`config.mk`:
```
export PLATFORM = sky130hd
export DESIGN_NAME = fill_rect
export DESIGN_NICKNAME = d
export VERILOG_FILES = /design/src/rtl/fill_rect.sv
export SDC_FILE = /design/constraint.sdc
export NUM_CORES = 1
export LEC_CHECK = 0
export ABC_CLOCK_PERIOD_IN_PS = 2300
export CORE_MARGIN = 1
export CORE_UTILIZATION = 48
export DETAILED_ROUTE_END_ITERATION = 8
export PLACE_DENSITY = 0.76
export RECOVER_POWER = 25
export SYNTH_ARGS = -nofsm -noshare
export SYNTH_HDL_FRONTEND = slang
export SYNTH_SLANG_ARGS = --single-unit
```
`constraint.sdc`:
```
create_clock -name clk -period 2.3 [get_ports clk]
set_input_delay 0.23 -clock clk [delete_from_list [all_inputs] [get_ports clk]]
set_output_delay 0.23 -clock clk [all_outputs]
set_load 0.05 [all_outputs]
```
`src/rtl/fill_rect.sv`:
```
// fill_rect: rectangle filler for a pixel-plotting VGA adapter.
//
// On start it fills the inclusive rectangle (x0,y0)-(x1,y1), clipped to the
// screen, emitting one pixel per cycle. Pixels go column by column: y runs
// fastest, then x advances.
//
// Parameters: H_RES, V_RES (screen size), COLOUR_W (colour width),
//             XW, YW (coordinate widths).
// Ports:
//   clk, rst               clock and synchronous active-high reset
//   start                  fill request, held high until done is seen
//   x0, y0, x1, y1         rectangle corners, inclusive
//   mode                   colour mode (0 flat, 1 x-ramp, 2 y-ramp, 3 checker/flat)
//   colour_in              base colour
//   vga_x, vga_y           pixel coordinates, valid while vga_plot=1
//   vga_colour             pixel colour, valid while vga_plot=1
//   vga_plot               one pixel presented this cycle
//   busy                   fill in progress
//   done                   fill complete, held until start drops
//
// Build option: define FILL_CHECKER_EN to make mode 3 a checkerboard of
// colour_in and 0. Without it, mode 3 is the same as mode 0.
module fill_rect #(
  parameter int H_RES    = 160,
  parameter int V_RES    = 120,
  parameter int COLOUR_W = 3,
  parameter int XW       = $clog2(H_RES),
  parameter int YW       = $clog2(V_RES)
) (
  input  logic                clk,
  input  logic                rst,
  input  logic                start,
  input  logic [XW-1:0]       x0,
  input  logic [YW-1:0]       y0,
  input  logic [XW-1:0]       x1,
  input  logic [YW-1:0]       y1,
  input  logic [1:0]          mode,
  input  logic [COLOUR_W-1:0] colour_in,
  output logic [XW-1:0]       vga_x,
  output logic [YW-1:0]       vga_y,
  output logic [COLOUR_W-1:0] vga_colour,
  output logic                vga_plot,
  output logic                busy,
  output logic                done
);

  localparam logic [1:0] S_IDLE = 2'd0;
  localparam logic [1:0] S_INIT = 2'd1;
  localparam logic [1:0] S_FILL = 2'd2;
  localparam logic [1:0] S_DONE = 2'd3;

  localparam logic [XW-1:0] X_MAX = XW'(H_RES - 1);
  localparam logic [YW-1:0] Y_MAX = YW'(V_RES - 1);

  function automatic logic [COLOUR_W-1:0] pixel_colour(
    input logic [1:0]          m,
    input logic [XW-1:0]       px,
    input logic [YW-1:0]       py,
    input logic [COLOUR_W-1:0] base
  );
    case (m)
      2'd1: return COLOUR_W'(px);
      2'd2: return COLOUR_W'(py);
`ifdef FILL_CHECKER_EN
      2'd3: return (px[0] ^ py[0]) ? '0 : base;
`else
      2'd3: return base;
`endif
      default: return base;
    endcase
  endfunction

  logic [1:0]          state;
  // Set once start has been seen low; a start that was already high when
  // reset released must not launch a fill.
  logic                armed;

  logic [XW-1:0]       x0_l, x1_l;
  logic [YW-1:0]       y0_l, y1_l;
  logic [1:0]          mode_l;
  logic [COLOUR_W-1:0] colour_l;

  logic [XW-1:0]       cx_p0;
  logic [YW-1:0]       cy_p0;
  logic [COLOUR_W-1:0] colour_p0;

  logic [XW-1:0]       x1_clip;
  logic [YW-1:0]       y1_clip;
  logic                empty;
  logic                last_px;

  logic                vld_p1;
  logic [XW-1:0]       x_p1;
  logic [YW-1:0]       y_p1;
  logic [COLOUR_W-1:0] colour_p1;
  logic                busy_p1;
  logic                done_p1;

  // Clipping to the right/bottom edge also makes an off-screen x0/y0 fall
  // out as empty, since x1_clip/y1_clip never exceed the last column/row.
  assign x1_clip   = (x1_l > X_MAX) ? X_MAX : x1_l;
  assign y1_clip   = (y1_l > Y_MAX) ? Y_MAX : y1_l;
  assign empty     = (x0_l > x1_clip) || (y0_l > y1_clip);
  assign last_px   = (cx_p0 == x1_l) && (cy_p0 == y1_l);
  assign colour_p0 = pixel_colour(mode_l, cx_p0, cy_p0, colour_l);

  always_ff @(posedge clk) begin
    if (rst) begin
      state <= S_IDLE;
      armed <= 1'b0;
    end else begin
      if (!start) armed <= 1'b1;
      case (state)
        S_IDLE:  if (start && armed) state <= S_INIT;
        S_INIT:  state <= empty ? S_DONE : S_FILL;
        S_FILL:  if (last_px) state <= S_DONE;
        // Leave only after done has been shown for at least one cycle.
        S_DONE:  if (!start && done_p1) state <= S_IDLE;
        default: state <= S_IDLE;
      endcase
    end
  end

  // Stage p0: request capture and pixel counters
  always_ff @(posedge clk) begin
    if (state == S_IDLE) begin
      x0_l     <= x0;
      y0_l     <= y0;
      x1_l     <= x1;
      y1_l     <= y1;
      mode_l   <= mode;
      colour_l <= colour_in;
    end
    if (state == S_INIT) begin
      x1_l  <= x1_clip;
      y1_l  <= y1_clip;
      cx_p0 <= x0_l;
      cy_p0 <= y0_l;
    end
    if (state == S_FILL) begin
      if (cy_p0 == y1_l) begin
        cy_p0 <= y0_l;
        // No increment past the final column, so x never wraps.
        if (!last_px) cx_p0 <= cx_p0 + 1'b1;
      end else begin
        cy_p0 <= cy_p0 + 1'b1;
      end
    end
  end

  // Stage p1: registered pixel output and status
  always_ff @(posedge clk) begin
    if (rst) begin
      vld_p1    <= 1'b0;
      x_p1      <= '0;
      y_p1      <= '0;
      colour_p1 <= '0;
      busy_p1   <= 1'b0;
      done_p1   <= 1'b0;
    end else begin
      vld_p1  <= (state == S_FILL);
      busy_p1 <= (state == S_INIT) || (state == S_FILL);
      done_p1 <= (state == S_DONE) && !(done_p1 && !start);
      if (state == S_FILL) begin
        x_p1      <= cx_p0;
        y_p1      <= cy_p0;
        colour_p1 <= colour_p0;
      end
    end
  end

  assign vga_x      = x_p1;
  assign vga_y      = y_p1;
  assign vga_colour = colour_p1;
  assign vga_plot   = vld_p1;
  assign busy       = busy_p1;
  assign done       = done_p1;

endmodule

```
==> impl_metrics.py <==
metrics = {
    "logic_synthesis": {
        "synthMuxAreaShare_pct": 8.96,
        "synth_xor_area_share_pct": 5.06,
        "syn_area_um2": 3630,
        "synth_ff_type": "edfxtp_1",
        "yosysTopAreaCell": "edfxtp_1",
        "synth_top_area_share_pct": 34.7,
        "synthCells": 322,
        "synth-simple-area-share_pct": 12.3,
        "avgSynthCellArea_um2": 11.3,
        "ys_seq_area_share_pct": 52.4,
        "postSynth.asyncResetShare_pct": 0,
        "synth_nets": 382,
        "synth_edf_count": 42,
        "synth_warnings": 0,
        "ys_types": 43,
        "ys_seq_elements": 74,
        "synth-compound-area-share_pct": 10.4,
        "yosys.area_share.adder_pct": 7.58,
        "synth_top_family_by_area": "simple AND/OR/NAND/NOR gates",
        "synth.area.top_cells": "edfxtp_1, dfxtp_1, ha_1, mux2i_1, nor2_1",
    },
    "detailed_routing": {
        "via_per_inst": 5.35,
        "drc": 0,
        "vias": 2671,
        "post_drt_wl_per_cell_um": 15.4,
        "drtPass1Iterations": 4,
        "drt_iter0_markers": 119,
        "wirelength_um": 7660,
        "ant_nets": 0,
    },
    "setup_path": {
        "start_kind": "flip-flop",
        "critPathMaxStageDelay_ns": 0.42,
        "worstPathRequired_ns": 2.55,
        "cp.arrival_ns": 2.46,
        "cp_slowest_cell": "edfxtp_1",
        "crit_family": "compound AO/OA/AOI/OAI gates",
        "critical_path_peak_fanout": 4,
        "reg2regPathDepth": 10,
        "crit_buf_inv": 1,
        "crit_chain": "nor2_2 -> nor2_4 -> buf_6 -> nor2_4 -> ha_4 -> and4_4 -> a221o_1 -> a31oi_1 -> nor3_1 -> a311oi_1",
        "path_depth": 10,
        "r2r_end": "state[0]$_SDFFE_PP0P_",
        "crit_top_cell": "nor2_4",
        "reg2reg_from": "x1_l[6]$_DFFE_PP_",
        "cp-end-kind": "flip-flop",
        "crit_type": "flip-flop to flip-flop",
        "rrSetupSlack_ns": 0.09,
    },
    "placement": {
        "gp_congestion": 0.910,
        "dp_hpwl_um": 5740,
        "place_area_um2": 4390,
        "placed_cells": 482,
        "dp_slack_ns": -0.0503,
        "io_buffer_count": 58,
    },
    "cells_and_area": {
        "drive_above_1_share_pct": 14.2,
        "layout_common_cells": "edfxtp_1, clkdlybuf4s50_1, dfxtp_1, nor2_1",
        "area_growth_pct": 28.1,
        "n_antenna_cell": 0,
        "nNetsFinal": 455,
        "final_area_um2": 4650,
        "finalNonFillerCells": 499,
        "mostFrequentLayoutCell": "edfxtp_1",
        "fillers": 610,
    },
    "sta": {
        "period_share_pct": 95.9,
        "worstMarginPinSlew_ns": 0.512,
        "hold_viol": 0,
        "fmax_mhz": 453,
        "min_period_ns": 2.21,
        "setup_slack_ns": 0.0943,
        "fin_skew_ns": 0.00821,
        "slew_violations": 0,
        "rsz0062_at_grt": "yes",
        "setup_violations": 0,
        "max_slew_margin_pct": 65.8,
    },
    "global_route": {
        "antenna_found_initial": 0,
        "grt_overflow_total": 0,
        "grtUsageTotal_pct": 20.8,
        "grt_pass1_wl_um": 12400,
        "grt_max_degree": 22,
        "grt_pass1_vias": 2523,
    },
    "worst_hold_path": {
        "hp-class": "flip-flop to flip-flop",
        "hold_path.startpoint": "armed$_SDFFE_PP0N_",
        "worstHoldEndpoint": "armed$_SDFFE_PP0N_",
        "holdPathStages": 2,
    },
    "floorplanning": {
        "dieArea_um2": 7920,
        "coreArea_um2": 7290,
        "fp.dieH_um": 89.0,
        "row_count": 31,
        "initial_core_util_pct": 49.8,
        "die_w_um": 89.0,
        "pin_count": 59,
    },
    "clocking": {
        "cts_tree": "yes",
        "htreeDepth": 3,
        "clk_pin_slew_worst_paths_ns": 0.08,
        "cts.path.max_buffers": 2,
        "ctsHoldBuffers": 0,
        "cts_buffers": 9,
        "clk_latency_ns": 0.34,
        "cts.sink_count": 74,
        "cts.root.buffer_cell": "clkbuf_8",
    },
    "power": {
        "power_density_nw_per_um2": 1410,
        "power.total_w": 0.00655,
        "vdd_drop_max_mv": 0.650,
        "p_leak_nw": 1.77,
    },
    "run_status": {
        "status": "complete, no violations",
    },
    "run": {
        "maxCapViolCount": 0,
    },
}
-- what timing repair did --
action	4_1_cts	5_1_grt
setup endpoints to repair	1	1
resized for setup	6	7
setup buffers	1	0
cloned	0	0
pin swaps	4	8
-- power breakdown --
part | switching, W | leakage, nW | internal [W]
clock | 0.000461 | 0.108 | 0.000512
combinational | 0.00160 | 0.982 | 0.00133
sequential | 0.000538 | 0.685 | 0.00211
-- kinds of logic (layout without fill, tap and decap cells) --
family / Yosys count / count (layout)
compound gates: 57 / 57
xor+xnor: 21 / 21
fa+ha+maj: 22 / 22
buf+inv: 26 / 104
flops: 74 / 74
mux: 29 / 29
simple gates: 93 / 93
-- worst max path at each step --
| stage | start | endpoint | slack, ns |
|---|---|---|---|
| floorplan | x1_l[7]$_DFFE_PP_ | state[0]$_SDFFE_PP0P_ | 0.14 |
| global placement | x1_l[7]$_DFFE_PP_ | state[0]$_SDFFE_PP0P_ | 0.09 |
| detailed placement | x1_l[7]$_DFFE_PP_ | state[0]$_SDFFE_PP0P_ | -0.05 |
| CTS | x1_l[5]$_DFFE_PP_ | state[0]$_SDFFE_PP0P_ | 0.009 |
| global route | x1_l[6]$_DFFE_PP_ | state[0]$_SDFFE_PP0P_ | -0.02 |
| finish | x1_l[6]$_DFFE_PP_ | state[0]$_SDFFE_PP0P_ | 0.09 |
-- state kept, by name (all words and copies together) (netlist names) --
signal / flops
armed: 1
busy: 1
colour_l: 3
cx_p0: 8
cy_p0: 7
done: 1
mode_l: 2
state: 2
vga_colour: 3
vga_plot: 1
vga_x: 8
vga_y: 7
x0_l: 8
x1_l: 8
y0_l: 7
y1_l: 7
-- synthesized netlist by cell type, types with 5 or more instances --
library cell,n
a21oi_1,16
mux2_4,5
nor2b_1,9
nand2_1,17
o21ai_0,18
nand3_1,9
nor3_1,5
dfxtp_1,32
xor2_1,10
ha_1,22
nor2_1,35
o221a_1,5
mux2i_1,16
edfxtp_1,42
xnor2_1,11
inv_1,15
mux2_2,8
-- metrics by stage --
step                      util, %  hold slack, ns  setup TNS [ns]
after floorplan                 -           0.302               0
after global placement       60.2           0.443               0
after detailed placement     60.2           0.455         -0.0503
after CTS                    63.2           0.422               0
after global routing         63.8           0.493         -0.0244
final                        63.8           0.475               0
-- tightest hold or removal path, cell delays in order (launching register included) --
cell and delay [ns]:
dfxtp_1 0.30, inv_1 0.06, a21oi_1 0.06
-- layer usage --
| metal | part of all wire (%) | GRT usage, % | wire [µm] | vias to the layer above |
|---|---|---|---|---|
| met1 | 48 | 28.9 | 3670 | 1268 |
| met3 | 5.2 | 5.08 | 399 | 7 |
| met2 | 46 | 31.7 | 3490 | 79 |
| li1 | - | - | - | 1317 |
| met4 | 1.4 | 7.65 | 104 | 0 |
| met5 | 0 | 0 | 0 | - |
-- final cells by class --
class,count,area [µm²],area share (%)
Inverter,15,56.3,1.21
Clock buffer,12,176,3.79
Clock inverter,4,21.3,0.457
Multi-Input combinational cell,222,1660,35.8
Tap cell,99,124,2.66
Sequential cell,74,1900,40.9
Timing Repair Buffer,73,709,15.2
Note: power is estimated with default switching activity, not from simulation.
